[config.mk]
export PLATFORM = sky130hd
export DESIGN_NAME = softmax_seq
export DESIGN_NICKNAME = d
export VERILOG_FILES = /design/src/rtl/softmax_seq_pkg.sv /design/src/rtl/softmax_vld_delay.sv /design/src/rtl/softmax_seq.sv
export SDC_FILE = /design/constraint.sdc
export NUM_CORES = 1
export LEC_CHECK = 0
export ABC_AREA = 1
export CAP_MARGIN = 15
export CORE_ASPECT_RATIO = 0.8
export CORE_MARGIN = 3
export CORE_UTILIZATION = 42
export CTS_CLUSTER_SIZE = 30
export DETAILED_ROUTE_END_ITERATION = 10
export GPL_ROUTABILITY_DRIVEN = 0
export SYNTH_ARGS = -nofsm -noshare
export SYNTH_HDL_FRONTEND = slang
export SYNTH_SLANG_ARGS = --single-unit
export TNS_END_PERCENT = 10
[constraint.sdc]
create_clock -name clk -period 1.6 [get_ports clk]
set_input_delay 0.24 -clock clk [delete_from_list [all_inputs] [get_ports clk]]
set_output_delay 0.24 -clock clk [all_outputs]
set_load 0.01 [all_outputs]
[src/rtl/softmax_seq_pkg.sv]
// softmax_seq_pkg
//   Shared definitions for the softmax sequencer: the FSM state encoding and
//   the default datapath latencies used as parameter defaults by the top.
package softmax_seq_pkg;

   typedef enum logic [3:0] {
      IDLE,
      MAX_RD,
      MAX_DRAIN,
      SUB_RD,
      SUM_DRAIN,
      LOG,
      OUT_RD,
      OUT_DRAIN,
      DONE
   } state_t;

   localparam int DEF_ADDRSIZE = 8;
   localparam int DEF_RD_LAT   = 1;
   localparam int DEF_MAX_LAT  = 2;
   localparam int DEF_EXP_LAT  = 1;
   localparam int DEF_SUM_LAT  = 2;
   localparam int DEF_LN_LAT   = 1;
   localparam int DEF_OUT_LAT  = 3;
   localparam int DEF_CW       = 4;

endpackage

[src/rtl/softmax_vld_delay.sv]
// softmax_vld_delay
//   Fixed-depth shift register used to align a read-valid with the output of
//   a pipelined datapath stage.
//   clk   : clock, rising edge
//   reset : asynchronous active-low reset, empties the line
//   clr   : synchronous clear, empties the line (wins over din)
//   din   : valid bit entering the line
//   dout  : din delayed by DEPTH cycles (DEPTH >= 1)
module softmax_vld_delay #(
   parameter int DEPTH = 1
) (
   input  logic clk,
   input  logic reset,
   input  logic clr,
   input  logic din,
   output logic dout
);

   logic [DEPTH-1:0] sr;

   always_ff @(posedge clk or negedge reset) begin
      if (!reset) begin
         sr <= '0;
      end else if (clr) begin
         sr <= '0;
      end else begin
         sr[0] <= din;
         for (int i = 1; i < DEPTH; i++) begin
            sr[i] <= sr[i-1];
         end
      end
   end

   assign dout = sr[DEPTH-1];

endmodule

[src/rtl/softmax_seq.sv]
// softmax_seq
//   Central sequencer for the softmax datapath. Walks the three memory read
//   ports (max, sub/exp/sum, presub/logsub/exp) in order and emits the stage
//   enables and clears aligned to the fixed datapath latencies.
//   clk, reset          : clock / asynchronous active-low reset
//   start, abort        : run request (IDLE only) / synchronous abort
//   start_addr,end_addr : inclusive data range, latched on accepted start
//   busy, done, err     : status; done and err are one-cycle pulses
//   addr/sub0/sub1      : read addresses + valids for the three ports
//   max_clr/en, sum_clr/en, ln_en, out_vld : datapath stage controls
//
//   state     | meaning
//   ----------+-----------------------------------------------------------
//   IDLE      | waiting for start
//   MAX_RD    | streaming addresses to the max tree port
//   MAX_DRAIN | waiting for the last element to leave the max tree
//   SUB_RD    | streaming addresses to the sub/exp/sum port
//   SUM_DRAIN | waiting for the last element to leave the adder tree
//   LOG       | ln of the sum is computed and latched
//   OUT_RD    | streaming addresses to the presub/logsub/exp port
//   OUT_DRAIN | waiting for the last output to leave the exp stage
//   DONE      | one-cycle completion, done pulse
module softmax_seq
   import softmax_seq_pkg::*;
#(
   parameter int ADDRSIZE = DEF_ADDRSIZE,
   parameter int RD_LAT   = DEF_RD_LAT,
   parameter int MAX_LAT  = DEF_MAX_LAT,
   parameter int EXP_LAT  = DEF_EXP_LAT,
   parameter int SUM_LAT  = DEF_SUM_LAT,
   parameter int LN_LAT   = DEF_LN_LAT,
   parameter int OUT_LAT  = DEF_OUT_LAT,
   parameter int CW       = DEF_CW
) (
   input  logic                clk,
   input  logic                reset,
   input  logic                start,
   input  logic                abort,
   input  logic [ADDRSIZE-1:0] start_addr,
   input  logic [ADDRSIZE-1:0] end_addr,
   output logic                busy,
   output logic                done,
   output logic                err,
   output logic [ADDRSIZE-1:0] addr,
   output logic                addr_vld,
   output logic [ADDRSIZE-1:0] sub0_addr,
   output logic                sub0_vld,
   output logic [ADDRSIZE-1:0] sub1_addr,
   output logic                sub1_vld,
   output logic                max_clr,
   output logic                max_en,
   output logic                sum_clr,
   output logic                sum_en,
   output logic                ln_en,
   output logic                out_vld
);

   // Counter loads are length-1 because the state exits in the cycle the
   // counter reads zero.
   localparam logic [CW-1:0] MAX_LOAD = CW'(RD_LAT + MAX_LAT - 1);
   localparam logic [CW-1:0] SUM_LOAD = CW'(RD_LAT + EXP_LAT + SUM_LAT - 1);
   localparam logic [CW-1:0] LN_LOAD  = CW'(LN_LAT - 1);
   localparam logic [CW-1:0] OUT_LOAD = CW'(RD_LAT + OUT_LAT - 1);

   state_t              state, state_nxt;
   logic [CW-1:0]       cnt, cnt_nxt;
   logic [ADDRSIZE-1:0] start_q, start_q_nxt;
   logic [ADDRSIZE-1:0] end_q, end_q_nxt;
   logic [ADDRSIZE-1:0] addr_nxt, sub0_addr_nxt, sub1_addr_nxt;
   logic                addr_vld_nxt, sub0_vld_nxt, sub1_vld_nxt;
   logic                max_clr_nxt, sum_clr_nxt, ln_en_nxt;
   logic                done_nxt, err_nxt, busy_nxt;

   always_ff @(posedge clk or negedge reset) begin
      if (!reset) begin
         state     <= IDLE;
         cnt       <= '0;
         start_q   <= '0;
         end_q     <= '0;
         addr      <= '0;
         sub0_addr <= '0;
         sub1_addr <= '0;
         addr_vld  <= 1'b0;
         sub0_vld  <= 1'b0;
         sub1_vld  <= 1'b0;
         max_clr   <= 1'b0;
         sum_clr   <= 1'b0;
         ln_en     <= 1'b0;
         done      <= 1'b0;
         err       <= 1'b0;
         busy      <= 1'b0;
      end else begin
         state     <= state_nxt;
         cnt       <= cnt_nxt;
         start_q   <= start_q_nxt;
         end_q     <= end_q_nxt;
         addr      <= addr_nxt;
         sub0_addr <= sub0_addr_nxt;
         sub1_addr <= sub1_addr_nxt;
         addr_vld  <= addr_vld_nxt;
         sub0_vld  <= sub0_vld_nxt;
         sub1_vld  <= sub1_vld_nxt;
         max_clr   <= max_clr_nxt;
         sum_clr   <= sum_clr_nxt;
         ln_en     <= ln_en_nxt;
         done      <= done_nxt;
         err       <= err_nxt;
         busy      <= busy_nxt;
      end
   end

   always_comb begin
      state_nxt     = state;
      cnt_nxt       = (cnt != '0) ? cnt - 1'b1 : cnt;
      start_q_nxt   = start_q;
      end_q_nxt     = end_q;
      addr_nxt      = addr;
      sub0_addr_nxt = sub0_addr;
      sub1_addr_nxt = sub1_addr;
      addr_vld_nxt  = 1'b0;
      sub0_vld_nxt  = 1'b0;
      sub1_vld_nxt  = 1'b0;
      max_clr_nxt   = 1'b0;
      sum_clr_nxt   = 1'b0;
      ln_en_nxt     = 1'b0;
      done_nxt      = 1'b0;
      err_nxt       = 1'b0;

      case (state)
         IDLE: begin
            if (start) begin
               if (end_addr >= start_addr) begin
                  start_q_nxt  = start_addr;
                  end_q_nxt    = end_addr;
                  addr_nxt     = start_addr;
                  addr_vld_nxt = 1'b1;
                  max_clr_nxt  = 1'b1;
                  state_nxt    = MAX_RD;
               end else begin
                  err_nxt = 1'b1;
               end
            end
         end
         // Read states stop on equality with the latched end address, so an
         // end of all-ones never needs the counter to wrap.
         MAX_RD: begin
            if (addr == end_q) begin
               cnt_nxt   = MAX_LOAD;
               state_nxt = MAX_DRAIN;
            end else begin
               addr_nxt     = addr + 1'b1;
               addr_vld_nxt = 1'b1;
            end
         end
         MAX_DRAIN: begin
            if (cnt == '0) begin
               sub0_addr_nxt = start_q;
               sub0_vld_nxt  = 1'b1;
               sum_clr_nxt   = 1'b1;
               state_nxt     = SUB_RD;
            end
         end
         SUB_RD: begin
            if (sub0_addr == end_q) begin
               cnt_nxt   = SUM_LOAD;
               state_nxt = SUM_DRAIN;
            end else begin
               sub0_addr_nxt = sub0_addr + 1'b1;
               sub0_vld_nxt  = 1'b1;
            end
         end
         SUM_DRAIN: begin
            if (cnt == '0) begin
               cnt_nxt   = LN_LOAD;
               ln_en_nxt = 1'b1;
               state_nxt = LOG;
            end
         end
         LOG: begin
            if (cnt == '0) begin
               sub1_addr_nxt = start_q;
               sub1_vld_nxt  = 1'b1;
               state_nxt     = OUT_RD;
            end
         end
         OUT_RD: begin
            if (sub1_addr == end_q) begin
               cnt_nxt   = OUT_LOAD;
               state_nxt = OUT_DRAIN;
            end else begin
               sub1_addr_nxt = sub1_addr + 1'b1;
               sub1_vld_nxt  = 1'b1;
            end
         end
         OUT_DRAIN: begin
            if (cnt == '0) begin
               done_nxt  = 1'b1;
               state_nxt = DONE;
            end
         end
         DONE: begin
            state_nxt = IDLE;
         end
         default: begin
            state_nxt = IDLE;
         end
      endcase

      // Abort overrides everything above, including a same-cycle start.
      if (abort) begin
         state_nxt     = IDLE;
         cnt_nxt       = '0;
         addr_nxt      = '0;
         sub0_addr_nxt = '0;
         sub1_addr_nxt = '0;
         addr_vld_nxt  = 1'b0;
         sub0_vld_nxt  = 1'b0;
         sub1_vld_nxt  = 1'b0;
         max_clr_nxt   = 1'b0;
         sum_clr_nxt   = 1'b0;
         ln_en_nxt     = 1'b0;
         done_nxt      = 1'b0;
         err_nxt       = 1'b0;
      end

      busy_nxt = (state_nxt != IDLE) && (state_nxt != DONE);
   end

   softmax_vld_delay #(.DEPTH(RD_LAT)) u_max_dly (
      .clk  (clk),
      .reset(reset),
      .clr  (abort),
      .din  (addr_vld),
      .dout (max_en)
   );

   softmax_vld_delay #(.DEPTH(RD_LAT + EXP_LAT)) u_sum_dly (
      .clk  (clk),
      .reset(reset),
      .clr  (abort),
      .din  (sub0_vld),
      .dout (sum_en)
   );

   softmax_vld_delay #(.DEPTH(RD_LAT + OUT_LAT)) u_out_dly (
      .clk  (clk),
      .reset(reset),
      .clr  (abort),
      .din  (sub1_vld),
      .dout (out_vld)
   );

endmodule

==> results.yml <==
power_and_ir_drop:
  p_leak_nw: 2.915
  power.total_w: 0.005981
  ir_drop_mv: 0.4951
  p_per_area_mw_per_mm2: 1066
cells_and_area:
  final_cell_mix: "nand2_1, buf_4, inv_1, dfrtp_1, nor2_1"
  insertedDiodeCount: 0
  fin_nets: 693
  utilization: 0.6528
  final_common_cell: "nand2_1"
  drive_gt1_frac: 0.2797
  syn2layout_area_growth_pct: 49.50
logic_synthesis:
  synthesis.area_mm2: 0.003754
  synth_flop_cell: "dfrtp_1"
  netlist_top_cells_area: "dfrtp_1, nand2_1, inv_1, o21ai_0, nor2_1"
  syn_avg_cell_area_um2: 7.404
  yosysTopAreaCell: "dfrtp_1"
  synth_top_area_frac: 0.4267
  ys_types: 32
  synth_cells: 507
  yosysSeqAreaShare: 0.4267
  synth_edf_count: 0
  ys_ff_latch: 64
  yosysWarnings: 0
  syn_nets: 540
  async_reset_ff_frac: 1.000
die:
  die_h_um: 90.56
  coreArea_mm2: 0.008596
  dieWidth_um: 111.7
  core.rowCount: 30
  initial_utilization: 0.4367
  dieArea_mm2: 0.01011
  io_pins: 56
sta:
  hold_viol_final: 0
  rsz0062_at_grt: "true"
  fin_worst_skew_ns: 0.01348
  layout_min_cycle_time_ns: 1.651
  timing.final.ws_setup_ns: -0.05145
  max_freq_ghz: 0.6055
  relSlewSlack: 0.6458
  setup_viol: 17
  tightest_slew_ns: 0.5313
  drv_slew: 0
  period_share: 1.032
global_routing:
  grt_overflow: 0
  antenna_found_initial: 0
  grt_pass1_vias: 3737
  grt_pass1_wl_mm: 18.48
  grt_max_degree: 26
  grt.total_usage: 0.2289
critical_path:
  path_delay_family: "buffers and inverters"
  crit_type: "input pin to register"
  path_cells: "clkdlybuf4s50_1 > inv_1 > ha_1 > nand2_1 > o21a_1 > nand2_2 > nand2_4 > nand2_8 > buf_4 > nand2_4 > o21ai_1"
  cp-start-kind: "input pin"
  max_stage_delay_ns: 0.47
  critPathRequiredTime_ns: 1.86
  cpMostUsedCell: "nand2_4"
  critical_path_buf_inv_count: 3
  slowest_stage: "clkdlybuf4s50_1"
  endpoint_kind: "register"
  critPathArrivalTime_ns: 1.91
  path_max_fanout: 5
flow_run:
  drv_cap: 0
routing:
  drc_errors: 0
  firstDrtPassIters: 5
  ant_nets: 0
  via_count: 3843
  wl_mm: 11.43
  drt_iter0_markers: 249
  routed_via_density: 4.946
  wl_per_cell_um: 14.70
clocking:
  cts_sinks: 64
  clk_pin_slew_ns: 0.07
  cts-buffers-inserted: 9
  root_buffer: "clkbuf_8"
  cts_max_level: 3
  clk_latency_ns: 0.35
  cts_tree: "yes"
  clock_path_buffers: 2
run_status:
  violations: "setup timing"
  status: "complete, but fails checks"
worst_hold_path:
  hold_class: "input pin to register"
placed_design:
  buffer_ports.inserted: 55
  place_hpwl_mm: 8.479
metal layers:
layer | routed length [um] | share of wire | GRT usage
met1 | 5457 | 0.48 | 0.3264
met2 | 5105 | 0.45 | 0.3523
met3 | 743 | 0.065 | 0.05291
met4 | 119 | 0.010 | 0.05674
met5 | 0 | 0 | 0
timing repair:
| action | 4_1_cts | 5_1_grt |
|---|---|---|
| setup buffers | 10 | 3 |
| resized for setup | 66 | 47 |
| hold buffers | 1 | 0 |
| endpoints found under the hold margin | 18 | 0 |
| pin swaps | 16 | 19 |
| endpoints found under the setup margin | 65 | 53 |
| cloned | 1 | 1 |
cells in the mapped netlist, types with 2 or more instances:
cell type and instances:
inv_1 69, a31oi_1 2, buf_2 4, nor2_2 4
o21ai_1 8, nand4_1 2, a21oi_1 14, clkbuf_1 4
xnor2_1 16, inv_2 7, a211oi_1 2, dfrtp_1 64
o21ai_0 38, o21bai_1 2, o22ai_1 9, nand2_1 140
o211ai_1 5, nand3_1 21, nor3_1 11, nand2_2 7
nor2_1 47, ha_1 13, xor2_1 8, buf_4 2
metrics by stage:
| stage | TNS, ns | hold slack (ns) | worst slack, ns | instance area, um2 | cells |
|---|---|---|---|---|---|
| global route | -2.130 | 0.3823 | -0.1279 | 5612 | 777 |
| floorplan | 0 | -0.05559 | 0.06598 | 3754 | 507 |
| global placement | -12.32 | 0.2432 | -0.4749 | 5022 | 745 |
| detailed placement | -14.20 | 0.2455 | -0.5600 | 5022 | 745 |
| finish | -0.3664 | 0.3681 | -0.05145 | 5612 | 777 |
| CTS | -0.2407 | 0.3583 | -0.04385 | 5431 | 773 |
kinds of logic after synthesis:
group,Yosys count,synth area share
AOI/OAI and AO/OA,81,0.1183
DFF,64,0.4267
buffers and inverters,88,0.09333
and+or+nand+nor,237,0.2623
adders and majority gates,13,0.04333
xor gates and xnor gates,24,0.05600
layout make-up:
type	count	area [um2]
Fill cell	758	2984
Timing Repair Buffer	153	1309
Tap cell	112	140.1
Sequential cell	64	1613
Clock buffer	10	127.6
Inverter	76	285.3
Multi-Input combinational cell	356	2029
Clock inverter	6	107.6
registers in the layout, indices dropped and copies added (netlist names), 2 cells and up:
| name | cells |
|---|---|
| end_q | 8 |
| cnt | 4 |
| sub1_addr | 8 |
| sub0_addr | 8 |
| u_sum_dly.sr | 2 |
| start_q | 8 |
| addr | 8 |
| u_out_dly.sr | 4 |
| state | 4 |
worst paths after layout:
path | start | endpoint | slack [ns] | cells after the start
min in group asynchronous | reset | sub1_addr[3] | 0.41 | 2
worst max register to register | end_q[2] | busy | 0 | 9
worst min-delay path | start_addr[7] | start_q[7] | 0.37 | 3
worst min register to register | u_out_dly.sr[2] | u_out_dly.sr[3] | 0.47 | 2
max in group asynchronous | reset | addr[0] | 0.67 | 3
worst max-delay path | start_addr[6] | addr[2] | -0.05 | 11
worst reg2reg max path, delay by kind of cell, from the launching register on:
family | cells | cell delay, ns
flops | 1 | 0.47
simple gates | 6 | 0.59
compound gates | 1 | 0.13
buf+inv | 1 | 0.13
xor+xnor | 1 | 0.19
power breakdown:
group	switching (W)	internal (W)	total (W)	leakage, nW
clock	0.000671	0.00103	0.00170	0.116
combinational	0.00105	0.00110	0.00215	1.96
sequential	0.000275	0.00186	0.00213	0.835
total	0.00199	0.00399	0.00598	2.91
Power figures use the tool's default switching activity.
==> RTL change, RTL diff (config.mk and constraints unchanged) <==
`sub0_addr` no longer has a reset.
--- a/src/rtl/softmax_seq.sv
+++ b/src/rtl/softmax_seq.sv
@@ -78,7 +78,6 @@
          start_q   <= '0;
          end_q     <= '0;
          addr      <= '0;
-         sub0_addr <= '0;
          sub1_addr <= '0;
          addr_vld  <= 1'b0;
          sub0_vld  <= 1'b0;
@@ -95,7 +94,6 @@
          start_q   <= start_q_nxt;
          end_q     <= end_q_nxt;
          addr      <= addr_nxt;
-         sub0_addr <= sub0_addr_nxt;
          sub1_addr <= sub1_addr_nxt;
          addr_vld  <= addr_vld_nxt;
          sub0_vld  <= sub0_vld_nxt;
@@ -107,6 +105,10 @@
          err       <= err_nxt;
          busy      <= busy_nxt;
       end
+   end
+
+   always_ff @(posedge clk) begin
+      sub0_addr <= sub0_addr_nxt;
    end
 
    always_comb begin
Behaviour: differs if reset is asserted again (counterexample within 10 cycles, from zero or initial values and one cycle with reset low); with reset held inactive, the same outputs for 10 cycles.
==> RTL change against the original RTL <==
The run still ends with negative setup slack left; first-iteration DRC count rose by 6.4%; routed wire length rose by 5.4%; clock skew fell by 0.0076 ns; worst setup slack improved by 0.038 ns; synthesized area rose by 0.87%; final cell count fell by 1.0%; synthesized cell count fell by 0.20%; sequential cell count did not move; design area rose by 1.1%; clock power rose by 16%; via count rose by 1.5%; total power rose by 6.5%; highest routed layer unchanged.
==> RTL change: results (changes against the original RTL) <==
[timing]
layout_setup_ws_ns = -0.01379  ; +0.03767 ns
finalSetupViolCount = 3  ; -14
finalClockSkew_ns = 0.005875  ; -0.007601 ns

[power_and_ir_drop]
switchingPower_w = 0.002135  ; +7.1%
ir_drop_mv = 0.6340  ; +28%
powerComb_w = 0.00226  ; +5%
p_leak_nw = 2.863  ; -1.8%
p_clk_w = 0.00197  ; +16%

[global_routing]
grtUsageMet3 = 0.05760  ; +0.004689
grt_pass1_vias = 3802  ; +1.7%
use_met2 = 0.3760  ; +0.02370
grt_pass1_wl_mm = 19.46  ; +5.3%

[place]
place_ws_ns = -0.5483  ; +0.01166 ns
place_area_um2 = 5010  ; -0.25%

[cells_and_area]
final.fill_count = 788  ; +4.0%
n_all_inverters = 67  ; -12%
multi_input_area_share = 0.3749  ; +0.01329
num-multi-input-gates = 362  ; +1.7%
syn2layout_area_growth_pct = 49.83

[min_path]
min_to = end_q[4]
min_path_cells = 4  ; +1

[clocking]
postCtsSetupRepairBufs = 1  ; -9
clock-root-buffer = clkbuf_16
post_cts_resized = 56  ; -15%

[critical_path]
rr_worst_depth = 10  ; +1
slowest_stage = dfrtp_2
cp.arrival_ns = 1.81  ; -0.10 ns

[status]
violations = negative setup slack
status = finished, violations left

[synthesis]
yosysSeqAreaShare = 0.4124  ; -0.01424
async_reset_ff_frac = 0.8750  ; -0.1250

[detailed_routing]
drtIter0Drc = 265  ; +6.4%
wl_met2_mm = 5.511  ; +8.0%
wl_met3_um = 826  ; +11%

[RTL change: cell types whose count changed in the layout (fill, tap and decap cells not counted), moves of 5 or more]
cell	change
nor3_1	-5
nor2_1	-8
dlymetal6s2s_1	+5
dfxtp_1	+6
clkbuf_16	+9
nand3_1	+7
inv_1	-10
clkbuf_8	-7
dfrtp_1	-11
nand2_1	+7
o21ai_1	-5
[RTL change: kinds of logic after synthesis]
logic type               after synthesis  synth area share
buffers and inverters                 81           0.09088
XOR/XNOR                              25           0.05783
multiplexers                           1          0.002644
flip-flops                            64            0.4124
AO/OA/AOI/OAI                         74            0.1057
AND/OR/NAND/NOR                      248            0.2875
adder cells (fa/ha/maj)               13           0.04296
[RTL change: worst max path at each step]
| stage | startpoint | cells after the start | endpoint |
|---|---|---|---|
| 6_report | end_q[2] | 10 | cnt[0] |
| 5_1_grt | end_q[0] | 11 | busy |
| 4_1_cts | state[0] | 8 | sub0_addr[3] |
| 3_5_place_dp | start_addr[1] | 14 | addr[6] |
| 3_3_place_gp | start_addr[1] | 14 | addr[0] |
| 2_1_floorplan | start_addr[3] | 14 | addr[5] |
[RTL change: through the flow]
step | hold WS [ns] | power, W | TNS (ns) | std cells
floorplan | -0.05559 | 0.003165 | 0 | 506
global placement | 0.2681 | 0.004116 | -11.56 | 741
detailed placement | 0.2726 | 0.004159 | -13.28 | 741
CTS | 0.4039 | 0.006168 | -0.1309 | 760
global route | 0.3618 | 0.006765 | -1.286 | 769
finish | 0.3063 | 0.006371 | -0.03817 | 769
[RTL change: worst max-delay path: cells and delay by family (launching register included)]
kind            cells  cell delay, ns
compound gates      1            0.06
xor+xnor            1            0.17
buf+inv             2            0.20
simple gates        6            0.57
flops               1            0.48
